==> config.mk <==
export PLATFORM = sky130hd
export DESIGN_NAME = online_adder_tester
export DESIGN_NICKNAME = d
export VERILOG_FILES = /design/src/rtl/online_adder_tester.sv
export SDC_FILE = /design/constraint.sdc
export NUM_CORES = 1
export LEC_CHECK = 0
export ABC_AREA = 0
export BUFFER_PORTS_ARGS = -buffer_cell sky130_fd_sc_hd__buf_2
export CAP_MARGIN = 0
export CORE_UTILIZATION = 25
export CTS_BUF_LIST = sky130_fd_sc_hd__clkbuf_8
export CTS_CLUSTER_DIAMETER = 120
export CTS_CLUSTER_SIZE = 28
export DETAILED_ROUTE_END_ITERATION = 8
export HOLD_SLACK_MARGIN = 0.1
export SLEW_MARGIN = 40
export SYNTH_ARGS = -nofsm -noshare
export SYNTH_HDL_FRONTEND = slang
export SYNTH_SLANG_ARGS = --single-unit
==> constraint.sdc <==
create_clock -name clk -period 8.35 [get_ports clk]
set_input_delay 1.67 -clock clk [delete_from_list [all_inputs] [get_ports clk]]
set_output_delay 1.67 -clock clk [all_outputs]
set_load 0.02 [all_outputs]
==> src/rtl/online_adder_tester.sv <==
// Digit-serial test sequencer for radix-2^(C-1) signed-digit online adders.
// Takes one test vector (x, y, expected z) and feeds x/y MSD-first, one digit
// per cycle. After the adder's online delay it compares each returned digit
// with z, then reports pass/fail and keeps saturating pass/fail counts.
//
// state    | meaning
// ---------+------------------------------------------------------------
// S_IDLE   | waiting for start; captures x/y/z on start
// S_FEED   | N+DELTA+1 cycles: drive digits (then zero flush), sample res_dig
// S_REPORT | one cycle with done high; result registers already updated
module online_adder_tester #(
  parameter int N     = 6,
  parameter int C     = 3,
  parameter int DELTA = 2,
  parameter int CNT_W = 16
) (
  input  logic                    clk,
  input  logic                    reset,
  input  logic                    start,
  input  logic [N*C-1:0]          x_in,
  input  logic [N*C-1:0]          y_in,
  input  logic [(N+1)*C-1:0]      z_in,
  input  logic                    clear,
  output logic [C-1:0]            x_dig,
  output logic [C-1:0]            y_dig,
  output logic                    dig_valid,
  input  logic [C-1:0]            res_dig,
  output logic                    busy,
  output logic                    done,
  output logic                    pass,
  output logic [$clog2(N+2)-1:0]  err_idx,
  output logic [CNT_W-1:0]        pass_cnt,
  output logic [CNT_W-1:0]        fail_cnt
);

  localparam int IDX_W = $clog2(N+2);
  localparam int KW    = $clog2(N+DELTA+1);

  // The feed timer counts down from N+DELTA; it reaches N exactly when the
  // first adder output digit is due, so "k_q <= N" marks the sampling window.
  localparam logic [KW-1:0]    K_INIT   = KW'(N+DELTA);
  localparam logic [KW-1:0]    K_SAMPLE = KW'(N);
  localparam logic [IDX_W-1:0] IDX_PASS = IDX_W'(N+1);
  localparam logic [IDX_W-1:0] IDX_N    = IDX_W'(N);
  localparam logic [CNT_W-1:0] CNT_MAX  = '1;

  typedef enum logic [1:0] {
    S_IDLE   = 2'd0,
    S_FEED   = 2'd1,
    S_REPORT = 2'd2
  } state_t;

  state_t               state_q, state_d;
  logic [KW-1:0]        k_q, k_d;
  logic [N*C-1:0]       x_sh_q, x_sh_d;
  logic [N*C-1:0]       y_sh_q, y_sh_d;
  logic [(N+1)*C-1:0]   z_sh_q, z_sh_d;
  logic                 mis_q, mis_d;
  logic [IDX_W-1:0]     eidx_q, eidx_d;
  logic                 pass_q, pass_d;
  logic [IDX_W-1:0]     err_idx_q, err_idx_d;
  logic [CNT_W-1:0]     pass_cnt_q, pass_cnt_d;
  logic [CNT_W-1:0]     fail_cnt_q, fail_cnt_d;

  logic [C-1:0]         z_top;
  logic                 sample;
  logic                 mis_now;
  logic                 last;
  logic                 pass_now;
  logic [IDX_W-1:0]     j_cur;

  // Operands and expected sum sit in shift registers whose top digit is the
  // one currently in play; zeros shifted in at the bottom give the flush.
  assign z_top    = z_sh_q[(N+1)*C-1 -: C];
  assign sample   = (k_q <= K_SAMPLE);
  assign mis_now  = sample && (res_dig != z_top);
  assign last     = (k_q == '0);
  assign pass_now = !(mis_q || mis_now);
  assign j_cur    = IDX_N - IDX_W'(k_q);

  assign x_dig     = x_sh_q[N*C-1 -: C];
  assign y_dig     = y_sh_q[N*C-1 -: C];
  assign dig_valid = (state_q == S_FEED);
  assign busy      = (state_q != S_IDLE);
  assign done      = (state_q == S_REPORT);
  assign pass      = pass_q;
  assign err_idx   = err_idx_q;
  assign pass_cnt  = pass_cnt_q;
  assign fail_cnt  = fail_cnt_q;

  // State register and all datapath registers.
  always_ff @(posedge clk or posedge reset) begin
    if (reset) begin
      state_q    <= S_IDLE;
      k_q        <= '0;
      x_sh_q     <= '0;
      y_sh_q     <= '0;
      z_sh_q     <= '0;
      mis_q      <= 1'b0;
      eidx_q     <= '0;
      pass_q     <= 1'b0;
      err_idx_q  <= '0;
      pass_cnt_q <= '0;
      fail_cnt_q <= '0;
    end else begin
      state_q    <= state_d;
      k_q        <= k_d;
      x_sh_q     <= x_sh_d;
      y_sh_q     <= y_sh_d;
      z_sh_q     <= z_sh_d;
      mis_q      <= mis_d;
      eidx_q     <= eidx_d;
      pass_q     <= pass_d;
      err_idx_q  <= err_idx_d;
      pass_cnt_q <= pass_cnt_d;
      fail_cnt_q <= fail_cnt_d;
    end
  end

  // Next-state logic: sequencing, digit compare and result bookkeeping.
  // Results land on the edge leaving FEED so they are valid alongside done.
  always_comb begin
    state_d    = state_q;
    k_d        = k_q;
    x_sh_d     = x_sh_q;
    y_sh_d     = y_sh_q;
    z_sh_d     = z_sh_q;
    mis_d      = mis_q;
    eidx_d     = eidx_q;
    pass_d     = pass_q;
    err_idx_d  = err_idx_q;
    pass_cnt_d = pass_cnt_q;
    fail_cnt_d = fail_cnt_q;

    case (state_q)
      S_IDLE: begin
        if (start) begin
          state_d = S_FEED;
          k_d     = K_INIT;
          x_sh_d  = x_in;
          y_sh_d  = y_in;
          z_sh_d  = z_in;
          mis_d   = 1'b0;
          eidx_d  = '0;
        end
      end
      S_FEED: begin
        x_sh_d = x_sh_q << C;
        y_sh_d = y_sh_q << C;
        if (sample) begin
          z_sh_d = z_sh_q << C;
        end
        if (mis_now && !mis_q) begin
          mis_d  = 1'b1;
          eidx_d = j_cur;
        end
        if (last) begin
          state_d = S_REPORT;
          pass_d  = pass_now;
          if (mis_q) begin
            err_idx_d = eidx_q;
          end else if (mis_now) begin
            err_idx_d = j_cur;
          end else begin
            err_idx_d = IDX_PASS;
          end
          if (pass_now) begin
            if (pass_cnt_q != CNT_MAX) pass_cnt_d = pass_cnt_q + CNT_W'(1);
          end else begin
            if (fail_cnt_q != CNT_MAX) fail_cnt_d = fail_cnt_q + CNT_W'(1);
          end
        end else begin
          k_d = k_q - KW'(1);
        end
      end
      S_REPORT: begin
        state_d = S_IDLE;
      end
      default: begin
        state_d = S_IDLE;
      end
    endcase

    // Clear has priority over a count landing on the same edge.
    if (clear) begin
      pass_cnt_d = '0;
      fail_cnt_d = '0;
    end
  end

endmodule

Yosys cells after proc, flatten, opt, wreduce, memory -nomap -nowiden

Index checks and enable logic that the tools add are counted.

Register bits after elaboration: 103
Input port bits: 64
Output and inout port bits: 45
Logic and storage cells: 80

Add/sub/neg operators: 4
$lt $le $gt $ge: 1
Equality and inequality tests: 11
Mux-type cells: 31
Reductions and logical operators: 22

Operators by type and width:

| operator                                                                         | number |
|---|---|
| 16-bit 2-to-1 mux                                                                | 10 |
| 18-bit one-hot mux with 2 select lines                                           | 2 |
| 21-bit 2-to-1 mux                                                                | 2 |
| 21-bit one-hot mux with 2 select lines                                           | 1 |
| 18-bit 2-to-1 mux                                                                | 2 |
| 16-bit by 1-bit adder with 16-bit output, second input constant                  | 2 |
| 16-bit != test, second input constant                                            | 2 |
| 2-bit nonzero test                                                               | 7 |
| 3-bit 2-to-1 mux                                                                 | 4 |
| 3-bit AND reduction                                                              | 3 |
| 4-bit 2-to-1 mux                                                                 | 2 |
| 4-bit one-hot mux with 2 select lines                                            | 1 |
| 4-bit AND reduction                                                              | 2 |
| 2-bit by 1-bit != test with 1-bit output, second input constant                  | 3 |
| 2-bit != test, second input constant                                             | 3 |
| 3-bit one-hot mux with 2 select lines                                            | 1 |
| 2-bit AND reduction                                                              | 3 |
| 4-bit by 3-bit less-or-equal comparator with 1-bit output, second input constant | 1 |
| 4-bit zero test                                                                  | 1 |
| 2-bit 2-to-1 mux                                                                 | 2 |
| 2-bit one-hot mux with 2 select lines                                            | 1 |
| 4-bit by 1-bit subtractor with 4-bit output, second input constant               | 1 |
| 3-bit != test                                                                    | 1 |
| 3-bit subtractor, first input constant                                           | 1 |
| 8 further kinds                                                                  | 11 |

Logic depth before layout (Yosys ltp)

Gate-level depths: netlist of run 1.

Depth in word-level cells: 7
Gate-level depth with buffers: 9
Gate-level depth less buffers: 8

Least setup slack after synthesis of run 1

OpenSTA, ideal clock, no wires.

Path type: input port to flip-flop
Start: in res_dig[1]
End: reg pass_cnt_q[3], in the netlist pass_cnt[3]
Arrival: 3.209 ns
Data required time: 8.272 ns
Slack: 5.063 ns
Stages: 6
Path buffers: 1
Cell sequence: xnor2_1 -> a311oi_4 -> or3_4 -> buf_6 -> or4_1 -> a21oi_1

Longest elaborated chain between the ends: 5

RTL lines:

| what                          | RTL line | source |
|---|---|---|
| start, declared               | 27       | `input logic [C-1:0] res_dig,` |
| 3-bit != test                 | 76       | `assign mis_now = sample && (res_dig != z_top);` |
| 1-bit logical AND             | 76       |  |
| 1-bit logical OR              | 78       | `assign pass_now = !(mis_q \|\| mis_now);` |
| 2-bit != test (no line)       | n/a      |  |
| 4-bit AND reduction (no line) | n/a      |  |
| end signal, assigned          | 115      | `pass_cnt_q <= pass_cnt_d;` |
| end, declared                 | 62       | `logic [CNT_W-1:0] pass_cnt_q, pass_cnt_d;` |

No other way between the ends.
A chain may end at the register's enable or synchronous reset.

Worst setup path after layout of run 1

Start: reg state_q[1]
End: out dig_valid

Longest elaborated chain between the ends: 1

RTL lines:

| what                                     | RTL line | source |
|---|---|---|
| start, declared                          | 53       | `state_t state_q, state_d;` |
| start signal, assigned                   | 106      | `state_q <= state_d;` |
| 2-bit by 1-bit == test with 1-bit output | 83       | `assign dig_valid = (state_q == S_FEED);` |
| end, declared                            | 26       | `output logic dig_valid,` |

No other way between the ends.

==> summary.txt, run 1 <==
Outcome
  – Status: finished clean

Route
  – DR vias/cell: 4.72
  – TritonRoute pass-1 iters: 4
  – Iter 0 DRT Violations: 210
  – Antenna Nets Post-Route: 0
  – DRC violations left: 0
  – Routed WL per cell: roughly 14 µm
  – Post-Route WL: 12600 µm
  – DR vias: 4403

Placement
  – Port-buffer cells: 108
  – Placer Congestion: 0.738
  – Pre-CTS setup slack: 4.78 ns
  – DP HPWL: 8450 µm

Global routing
  – Largest net degree at the start of global routing: 55
  – Overall Global Routing Usage: 12.3%
  – Initial antenna violation count: 1
  – Gr ovfl total: 0
  – Vias in the first global route: 4107
  – First-pass GRT wire length: 21100 µm

Yosys
  – Register bit total from synthesis: 103
  – EDFF count, synth: 0
  – Syn Area/Cell: 8.74 µm²
  – Mapped Area: 5110 µm²
  – Ys flop type: dfrtp_1
  – Post-synth ARST share: 100%
  – Yosys warnings: 0
  – Register area share after synthesis: 50.4%
  – Syn nets: between 600 and 700
  – Mapped Cells: roughly 590
  – Library cells used by synthesis: 45

Clock network
  – TritonCTS clock tree: yes
  – Post-CTS Resized: 0
  – # clock sinks: 103
  – Number of CTS-inserted buffers: 9
  – Clock Root Buffer: clkbuf_8
  – Clk pin slew, worst setup/hold paths: 0.10 ns
  – # Post-CTS Setup Buffers: 0
  – CTS H-tree depth: 3
  – Hold Buf Count CTS: 0
  – Worst-Skew Late Latency: 0.37 ns
  – CTS Buffer Depth: 2

Floorplan
  – Initial Utilization: 25.8%
  – I/O pins: 109
  – Die area: roughly 21000 µm²
  – Core ar.: 19800 µm²
  – Die Y-Extent: 145 µm
  – Row count: 51
  – DIE WIDTH: 145 µm

Finish
  – Share of cells above drive strength 1: about a fifth
  – Area occupied by multi-input gates: 2290 µm²
  – Nets@finish: around 730
  – Reg area: 2580 µm²
  – Most common cell after layout, fill and taps aside: nand2_1
  – Filler cells: 2149
  – Commonest cells after routing, fill and taps aside: nand2_1 (134), buf_2 (108), dfrtp_1 (103)
  – Synth-to-layout area growth: 18.5%

Worst setup path
  – Setup CP Type: register to output port
  – Type of origin of the critical path: register
  – Worst endpoint required time: 6.68 ns
  – CP max FO: 37
  – Critical path endpoint category: output port
  – Critical Path AT: 1.85 ns

Pwr
  – Sequential share of power: 41.7%
  – Logic pwr share: 40.0%
  – Sw Ratio: 40.5%
  – Pwr dens: 305 nW/µm²
  – Leak: ~0.0027 µW
  – Pint: 1100 µW
  – Peak supply drop: 0.000127 V
  – Sw Pwr: 747 µW
  – Clk network pwr share: a little under a fifth

Timing
  – # setup viols final: 0
  – RSZ-0062 raised after global routing: false
  – Final period util: around 42%
  – PnR worst setup slack: 4.83 ns
  – Final setup skew: 0.0138 ns
  – Max-slew violation count: 0
  – Relative slew slack: 48.6%
  – Hold Fails Final Rpt: 0
  – F_max: 284 MHz
  – Final TNS setup: 0 ns
  – Slew @ Worst Pin: 0.771 ns
  – Period minus WS final: 3.52 ns

Job
  – Max_cap viols: 0

Worst hold path
  – HP Class: register to register
-- state kept, by name (all words and copies together), names as in the netlist --
| name | count |
|---|---|
| z_sh_q | 21 |
| x_sh_q | 18 |
| y_sh_q | 18 |
| fail_cnt | 16 |
| pass_cnt | 16 |
| k_q | 4 |
| eidx_q | 3 |
| err_idx | 3 |
| state_q | 2 |
| mis_q | 1 |
| pass | 1 |
-- through the flow --
stage | hold slack (ns) | power [µW] | util, % | cell area, µm² | instances
final | 0.488 | 1850 | 30.6 | 6050 | 932
after CTS | 0.494 | 1880 | 30.6 | 6050 | 931
after global placement | 0.459 | 1510 | 29.5 | 5830 | 916
after global routing | 0.513 | 2020 | 30.6 | 6050 | 931
after floorplan | 0.463 | 1350 | - | 5110 | 585
after detailed placement | 0.469 | 1530 | 29.6 | 5850 | 917
-- worst paths after layout --
path                                        start                       end  slack (ns)  cells after the start
hold reg to reg            err_idx[1]$_DFFE_PP0P_    err_idx[1]$_DFFE_PP0P_        0.49                      1
min in group asynchronous                   reset  pass_cnt[12]$_DFFE_PP0P_        1.40                      2
setup / recovery           state_q[1]$_DFFE_PP0P_                 dig_valid        4.83                      3
hold / removal             err_idx[1]$_DFFE_PP0P_    err_idx[1]$_DFFE_PP0P_        0.49                      1
max in group asynchronous                   reset    z_sh_q[19]$_DFFE_PP0P_        5.76                      3
setup reg to reg           state_q[1]$_DFFE_PP0P_   pass_cnt[7]$_DFFE_PP0P_        5.27                      6
-- kinds of logic after synthesis --
kind of cell | count (synthesis) | share of synthesized area, %
and+or+nand+nor | 281 | 25.5
AOI/OAI and AO/OA | 122 | 15.1
DFF | 103 | 50.4
buffers and inverters | 61 | 5.12
muxes | 7 | 1.47
adders and majority gates | 6 | 1.47
xor gates and xnor gates | 5 | 0.857
-- power groups by stage --
stage / Clock [µW] / Combinational, µW / Sequential [µW]
6_report: 338 / 739 / 769
5_1_grt: 371 / 854 / 793
4_1_cts: 355 / 753 / 770
3_5_place_dp: 0 / 751 / 779
2_1_floorplan: 0 / 588 / 761
3_3_place_gp: 0 / 731 / 776
-- critical path, cell delays in order (launching register included) --
cell and delay (ns):
dfrtp_1 0.42, nand2b_4 0.35, inv_2 0.44, buf_2 0.25
-- metal layers --
| metal | wire length [µm] | up-vias | part of all wire (%) | GRT usage [%] |
|---|---|---|---|---|
| li1 | - | 2205 | - | - |
| met1 | 6270 | 2089 | 50 | 17.2 |
| met2 | 5500 | 97 | 44 | 18.5 |
| met3 | 720 | 12 | 5.7 | 3.55 |
| met4 | 125 | 0 | 0.99 | 3.35 |
| met5 | 0 | - | 0 | 0 |
-- Yosys cell counts (all sizes together), types with 2 or more instances --
master  instances  share of area, %
a21oi          26               2.5
a311oi          2              0.69
a31oi          48               5.9
a41o            2              0.39
and2            4              0.49
and3            4              0.49
and4            8               1.4
buf            16               1.8
clkbuf         30               2.2
dfrtp         103                50
ha              6               1.5
inv            15               1.1
mux2            4              0.88
mux2i           3              0.59
nand2         134               9.8
nand2b          3              0.37
nand3          20               2.0
nand4           6              0.73
nand4b          2              0.34
nor2           62               4.6
nor2b           5              0.61
nor3            4              0.39
nor4            3              0.37
o21ai          16               1.6
o22ai           5              0.61
o31ai          18               2.6
or3             8               1.1
or4            15               2.2
xnor2           5              0.86
-- final cells by class --
cell class                      count  share of cell area [%]
Antenna cell                        1                  0.0413
Clock buffer                        9                    2.05
Clock inverter                      5                    1.26
Inverter                           15                   0.971
Multi-Input combinational cell    421                    37.9
Sequential cell                   103                    42.6
Tap cell                          265                    5.48
Timing Repair Buffer              113                    9.75
Note: power is estimated with default switching activity, not from simulation.
==> run 2: changes to the inputs <==
==> constraint.sdc (replaced) <==
create_clock -name clk -period 2.9 [get_ports clk]
set_input_delay 0.58 -clock clk [delete_from_list [all_inputs] [get_ports clk]]
set_output_delay 0.58 -clock clk [all_outputs]
set_load 0.02 [all_outputs]
==> summary.txt, run 2 (same netlist as run 1, synthesis figures left out) <==
Route
  – DRC violations left: 0 (unchanged)
  – TritonRoute pass-1 iters: 4 (unchanged)
  – Antenna Nets Post-Route: 0 (unchanged)
  – DR vias: 4453 (was 4403)
  – Routed WL per cell: 13.4 µm (was 13.5 µm)
  – DR vias/cell: 4.73 (was 4.72)
  – Iter 0 DRT Violations: 205 (was 210)
  – Post-Route WL: 12600 µm (about the same)

Timing
  – Max-slew violation count: 0 (unchanged)
  – F_max: 387 MHz
  – # setup viols final: 0 (unchanged)
  – Relative slew slack: 51.7% (was 48.6%)
  – Hold Fails Final Rpt: 0 (unchanged)
  – Period minus WS final: between 2 and 3 ns
  – Final setup skew: 0.0199 ns (was 0.0138 ns)
  – Slew @ Worst Pin: 0.725 ns (was 0.771 ns)
  – Final TNS setup: 0 ns (unchanged)
  – Final period util: between 80% and 90%
  – RSZ-0062 raised after global routing: false (unchanged)

Finish
  – Largest Register: z_sh_q (unchanged)
  – Share of cells above drive strength 1: 21.6% (was 20.4%)
  – Commonest cells after routing, fill and taps aside: nand2_1 (134), buf_2 (108), dfrtp_1 (103) (unchanged)
  – Area occupied by multi-input gates: 2290 µm² (unchanged)
  – Nets@finish: 740 (was 733)
  – Max reg flops: 21 (unchanged)
  – Synth-to-layout area growth: 20.3% (was 18.5%)
  – Reg area: 2580 µm² (unchanged)
  – Post-route cell area: 6150 µm² (was 6050 µm²)
  – Filler cells: 2129 (was 2149)
  – Most common cell after layout, fill and taps aside: nand2_1 (unchanged)
  – Top flop regs: z_sh_q: 21 flops, x_sh_q: 18 flops, y_sh_q: 18 flops (unchanged)

Worst setup path
  – Critical path depth: 7 (was 3)
  – Critical Path AT: 2.89 ns (was 1.85 ns)
  – CP max FO: 12 (was 37)
  – Capture point of the worst path: fail_cnt[3]$_DFFE_PP0P_ (was dig_valid)
  – CP max stage delay: 0.54 ns (was 0.44 ns)
  – Worst endpoint required time: 3.21 ns (was 6.68 ns)
  – Worst path bufs/invs: 1 (was 2)
  – Kind of cell adding the most delay to the critical path: compound AO/OA/AOI/OAI gates (was buffers and inverters)
  – Setup CP Type: register to register (was register to output port)
  – Worst path cell trace: inv_1 -> ha_1 -> and3b_2 -> a311oi_4 -> o22ai_1 -> or4_1 -> a21oi_1 (was nand2b_4 -> inv_2 -> buf_2)
  – R2R cell count: 7 (was 6)
  – Reg-to-reg critical path endpoint: fail_cnt[3]$_DFFE_PP0P_ (was pass_cnt[7]$_DFFE_PP0P_)
  – Worst path slowest cell: or4_1 (was inv_2)
  – Critical Path Source: k_q[0]$_DFFE_PP0P_ (was state_q[1]$_DFFE_PP0P_)
  – Type of origin of the critical path: register (unchanged)
  – R2R Setup Slk: 0.32 ns (was 5.27 ns)
  – Critical path endpoint category: register (was output port)
  – Reg2Reg Launch Point: k_q[0]$_DFFE_PP0P_ (was state_q[1]$_DFFE_PP0P_)

Placement
  – Port-buffer cells: 108 (unchanged)
  – Placed Area: 5910 µm² (was 5850 µm²)
  – DP HPWL: 8590 µm (was 8450 µm)
  – Placer Congestion: 0.750 (was 0.738)

Clock network
  – Clk pin slew, worst setup/hold paths: 0.11 ns (was 0.10 ns)
  – Number of CTS-inserted buffers: 9 (unchanged)
  – # Post-CTS Setup Buffers: 0 (unchanged)
  – Clock Root Buffer: clkbuf_8 (unchanged)
  – TritonCTS clock tree: yes (unchanged)
  – # clock sinks: 103 (unchanged)
  – CTS H-tree depth: 3 (unchanged)
  – CTS Buffer Depth: 2 (unchanged)
  – Worst-Skew Late Latency: 0.38 ns (was 0.37 ns)

Global routing
  – Overall Global Routing Usage: 12.6% (was 12.3%)
  – Gr ovfl total: 0 (unchanged)
  – First-pass GRT wire length: 21800 µm (was 21100 µm)
  – Initial antenna violation count: 1 (unchanged)
  – Largest net degree at the start of global routing: 63 (was 55)
  – Vias in the first global route: 4218 (was 4107)

Floorplan
  – Die Y-Extent: 145 µm (unchanged)
  – DIE WIDTH: 145 µm (unchanged)
  – Row count: 51 (unchanged)
  – Die area: 21000 µm² (unchanged)
  – I/O pins: 109 (unchanged)
  – Core ar.: 19800 µm² (unchanged)
  – Initial Utilization: 25.8% (unchanged)

Pwr
  – Peak supply drop: 0.000474 V (was 0.000127 V)
  – Leak: 0.00276 µW (was 0.00272 µW)
  – Pwr dens: 882 nW/µm² (was 305 nW/µm²)

Worst hold path
  – HP Class: input port to register (was register to register)

Outcome
  – Status: finished clean (unchanged)

Job
  – Max_cap viols: 0 (unchanged)
run 2: worst reg2reg max path, cell delays in order, from the launching register on:
cell and delay, ns:
dfrtp_1 0.42, inv_1 0.16, ha_1 0.17, and3b_2 0.24, a311oi_4 0.49, o22ai_1 0.35
or4_1 0.54, a21oi_1 0.15
run 2: layout make-up:
type,instances,area share (%)
diodes,1,0.0407
clock inverters,6,1.46
flip-flops and latches,103,41.9
repair buffers,120,10.7
well taps,265,5.39
clock buffers,10,2.24
multi-input cells,421,37.3
inverters,15,0.976
run 2: where the power goes:
group          switching [µW]  total [µW]  internal (µW)
clock                     533        1050            515
sequential                300        2210           1910
combinational            1360        2160            806
run 2: worst min-delay path by stage:
stage,from,depth (start not counted),to
detailed placement,err_idx[2]$_DFFE_PP0P_,2,err_idx[2]$_DFFE_PP0P_
floorplan,state_q[1]$_DFFE_PP0P_,1,state_q[0]$_DFFE_PP0P_
global placement,err_idx[2]$_DFFE_PP0P_,2,err_idx[2]$_DFFE_PP0P_
CTS,x_in[1],3,x_sh_q[1]$_DFFE_PP0P_
global route,x_in[1],3,x_sh_q[1]$_DFFE_PP0P_
finish,x_in[1],3,x_sh_q[1]$_DFFE_PP0P_
run 2: routing by layer:
layer	vias up	track usage, %	routed length (µm)
met2	115	18.7	5620
met5	-	0	0
li1	2217	-	-
met3	9	3.87	773
met4	0	3.14	123
met1	2112	17.6	6090
run 2: stage by stage:
stage          utilization, %  cells  total power [µW]  setup slack, ns  hold slack [ns]
2_1_floorplan               -    585              3890            0.651            0.463
6_report                 31.1    941              5430            0.316            0.396
5_1_grt                  31.1    940              5920            0.124            0.380
4_1_cts                  31.1    940              5510            0.315            0.367
3_3_place_gp             29.8    922              4370            0.388            0.475
3_5_place_dp             29.9    923              4440            0.351            0.473
run 2: timing repair:
action / CTS / global route
endpoints found under the hold margin: 2 / 0
resized for setup: 0 / 0
hold buffers: 1 / 0
==> run 3: changes to the inputs <==
--- a/config.mk
+++ b/config.mk
@@ -13,7 +13,9 @@
 export CTS_CLUSTER_DIAMETER = 120
 export CTS_CLUSTER_SIZE = 28
 export DETAILED_ROUTE_END_ITERATION = 8
+export GPL_TIMING_DRIVEN = 0
 export HOLD_SLACK_MARGIN = 0.1
+export RECOVER_POWER = 50
 export SLEW_MARGIN = 40
 export SYNTH_ARGS = -nofsm -noshare
 export SYNTH_HDL_FRONTEND = slang
==> summary.txt, run 3 (same netlist as run 1, synthesis figures left out) <==
Clock network
  – Clk pin slew, worst setup/hold paths: 0.11 ns (about the same)
  – TritonCTS clock tree: yes (unchanged)
  – Clock Root Buffer: clkbuf_8 (unchanged)
  – # Post-CTS Setup Buffers: 0 (unchanged)
  – Post-CTS Resized: 0 (unchanged)
  – Hold Buf Count CTS: 0 (was 1)
  – Worst-Skew Late Latency: 0.39 ns (was 0.38 ns)
  – # clock sinks: 103 (unchanged)
  – CTS H-tree depth: 3 (unchanged)
  – Number of CTS-inserted buffers: 9 (unchanged)
  – CTS Buffer Depth: 2 (unchanged)

Route
  – Routed WL per cell: 14.3 µm (was 13.4 µm)
  – Post-Route WL: 14000 µm (was 12600 µm)
  – M1 WL: 6910 µm (was 6090 µm)
  – Antenna Nets Post-Route: 0 (unchanged)
  – Met3 routed WL: 788 µm (was 773 µm)
  – Max layer used: met4 (unchanged)
  – DRC violations left: 0 (unchanged)
  – TritonRoute pass-1 iters: 5 (was 4)
  – DR vias/cell: 4.74 (was 4.73)
  – Iter 0 DRT Violations: 234 (was 205)
  – DR vias: 4631 (was 4453)
  – Met2 WL: 6260 µm (was 5620 µm)

Pwr
  – Sw Pwr: 2360 µW (was 2190 µW)
  – Sequential share of power: 39.0% (was 40.8%)
  – Pwr dens: 901 nW/µm² (was 882 nW/µm²)
  – Sw Ratio: 41.9% (was 40.4%)
  – Clk network pwr share: 19.0% (was 19.3%)
  – Logic pwr share: 41.9% (was 39.9%)
  – Leak: 0.00278 µW (was 0.00276 µW)
  – Pint: 3280 µW (was 3240 µW)
  – Peak supply drop: 0.000335 V (was 0.000474 V)

Timing
  – # setup viols final: 0 (unchanged)
  – Hold Fails Final Rpt: 0 (unchanged)
  – RSZ-0062 raised after global routing: true (was false)
  – Final period util: 93.7% (was 89.1%)
  – Slew @ Worst Pin: 1.18 ns (was 0.725 ns)
  – F_max: 368 MHz (was 387 MHz)
  – Max-slew violation count: 0 (unchanged)
  – Period minus WS final: 2.72 ns (was 2.58 ns)
  – Relative slew slack: 21.4% (was 51.7%)
  – Final setup skew: 0.0162 ns (was 0.0199 ns)
  – Final TNS setup: 0 ns (unchanged)
  – Hold Slack: 0.322 ns (was 0.396 ns)

Placement
  – Placer Congestion: 0.772 (was 0.750)
  – Port-buffer cells: 107 (was 108)
  – DP HPWL: 10100 µm (was 8590 µm)
  – Placed Area: 6080 µm² (was 5910 µm²)
  – Inst Count DP: 961 (was 923)

Worst setup path
  – Worst path slowest cell: clkbuf_1 (was or4_1)
  – Type of origin of the critical path: register (unchanged)
  – Setup CP Type: register to output port (was register to register)
  – Crit-path most repeated cell: clkbuf_1
  – CP max stage delay: 0.48 ns (was 0.54 ns)
  – CP max FO: 10 (was 12)
  – Critical Path AT: 2.14 ns (was 2.89 ns)
  – Worst path cell trace: nand2b_1 -> clkbuf_1 -> inv_2 -> clkbuf_1 -> buf_2 (was inv_1 -> ha_1 -> and3b_2 -> a311oi_4 -> o22ai_1 -> or4_1 -> a21oi_1)
  – Critical path endpoint category: output port (was register)
  – Worst endpoint required time: 2.32 ns (was 3.21 ns)

Finish
  – Nets@finish: 777 (was 740)
  – Top flop regs: z_sh_q: 21 flops, x_sh_q: 18 flops, y_sh_q: 18 flops (unchanged)
  – Reg area: 2580 µm² (unchanged)
  – Most common cell after layout, fill and taps aside: nand2_1 (unchanged)
  – Largest Register: z_sh_q (unchanged)
  – Share of cells above drive strength 1: 19.5% (was 21.6%)
  – Area occupied by multi-input gates: 2280 µm² (was 2290 µm²)
  – Final cell count without fillers: 978 (was 941)
  – Post-route cell area: 6250 µm² (was 6150 µm²)
  – Filler cells: 2141 (was 2129)
  – Max reg flops: 21 (unchanged)
  – Commonest cells after routing, fill and taps aside: nand2_1 (134), buf_2 (104), dfrtp_1 (103) (was nand2_1 (134), buf_2 (108), dfrtp_1 (103))
  – Synth-to-layout area growth: 22.4% (was 20.3%)

Global routing
  – First-pass GRT wire length: 23300 µm (was 21800 µm)
  – Initial antenna violation count: 1 (unchanged)
  – Overall Global Routing Usage: 13.8% (was 12.6%)
  – Vias in the first global route: 4311 (was 4218)
  – Gr ovfl total: 0 (unchanged)
  – Largest net degree at the start of global routing: 24 (was 63)

Floorplan
  – I/O pins: 109 (unchanged)
  – Die Y-Extent: 145 µm (unchanged)
  – Core ar.: 19800 µm² (unchanged)
  – Die area: 21000 µm² (unchanged)
  – DIE WIDTH: 145 µm (unchanged)
  – Row count: 51 (unchanged)
  – Initial Utilization: 25.8% (unchanged)

Outcome
  – Status: finished clean (unchanged)

Job
  – Max_cap viols: 0 (unchanged)

Worst hold path
  – HP Class: input port to asynchronous set/reset pin (was input port to register)
[run 3: cell count changes in the layout (fill, tap and decap cells not counted), sizes merged]
cell,before,now
dlygate4sd3,1,0
clkbuf,10,48
clkinvlp,2,1
inv,16,17
[run 3: power groups by stage]
stage                     clock network (µW)  logic [µW]  registers [µW]
after global routing                    1170        2700            2260
after global placement                     0        2360            2210
final                                   1070        2360            2200
after floorplan                            0        1690            2190
after CTS                               1110        2400            2190
after detailed placement                   0        2400            2210
[run 3: metrics by stage]
step / util [%] / total power (µW) / setup slack (ns)
finish: 31.6 / 5630 / 0.181
global route: 31.6 / 6130 / -0.0246
CTS: 31.9 / 5710 / 0.133
detailed placement: 30.7 / 4610 / 0.168
global placement: 30.2 / 4570 / 0.198
floorplan: - / 3890 / 0.651
[run 3: path summary, 6_finish.rpt]
path,slack (ns),endpoint,from,cells after the start
min,0.32,pass_cnt[0]$_DFFE_PP0P_,reset,2
max in group asynchronous,0.50,x_sh_q[6]$_DFFE_PP0P_,reset,5
max,0.18,dig_valid,state_q[1]$_DFFE_PP0P_,5
min in group clk,0.38,x_sh_q[2]$_DFFE_PP0P_,x_in[2],3
min reg2reg,0.49,err_idx[2]$_DFFE_PP0P_,err_idx[2]$_DFFE_PP0P_,2
max reg2reg,0.28,pass_cnt[6]$_DFFE_PP0P_,k_q[0]$_DFFE_PP0P_,9
[run 3: layer usage]
| metal | vias to the layer above | track usage, % |
|---|---|---|
| met5 | - | 0 |
| met4 | 0 | 3.19 |
| met3 | 7 | 3.30 |
| met2 | 131 | 20.4 |
| met1 | 2205 | 20.1 |
| li1 | 2288 | - |
[run 3: area by class of cell]
type,count,area share (%)
Clock buffer,10,2.20
Sequential cell,103,41.2
Clock inverter,6,1.56
Buffer,46,3.26
Inverter,15,0.920
Timing Repair Buffer,111,9.00
Tap cell,265,5.30
Antenna cell,1,0.0400
Multi-Input combinational cell,421,36.5
[run 3: critical path, delay by kind of cell (launching register included)]
kind	cells	cell delay, ns
buffers and inverters	4	1.17
flip-flops	1	0.43
AND/OR/NAND/NOR	1	0.16
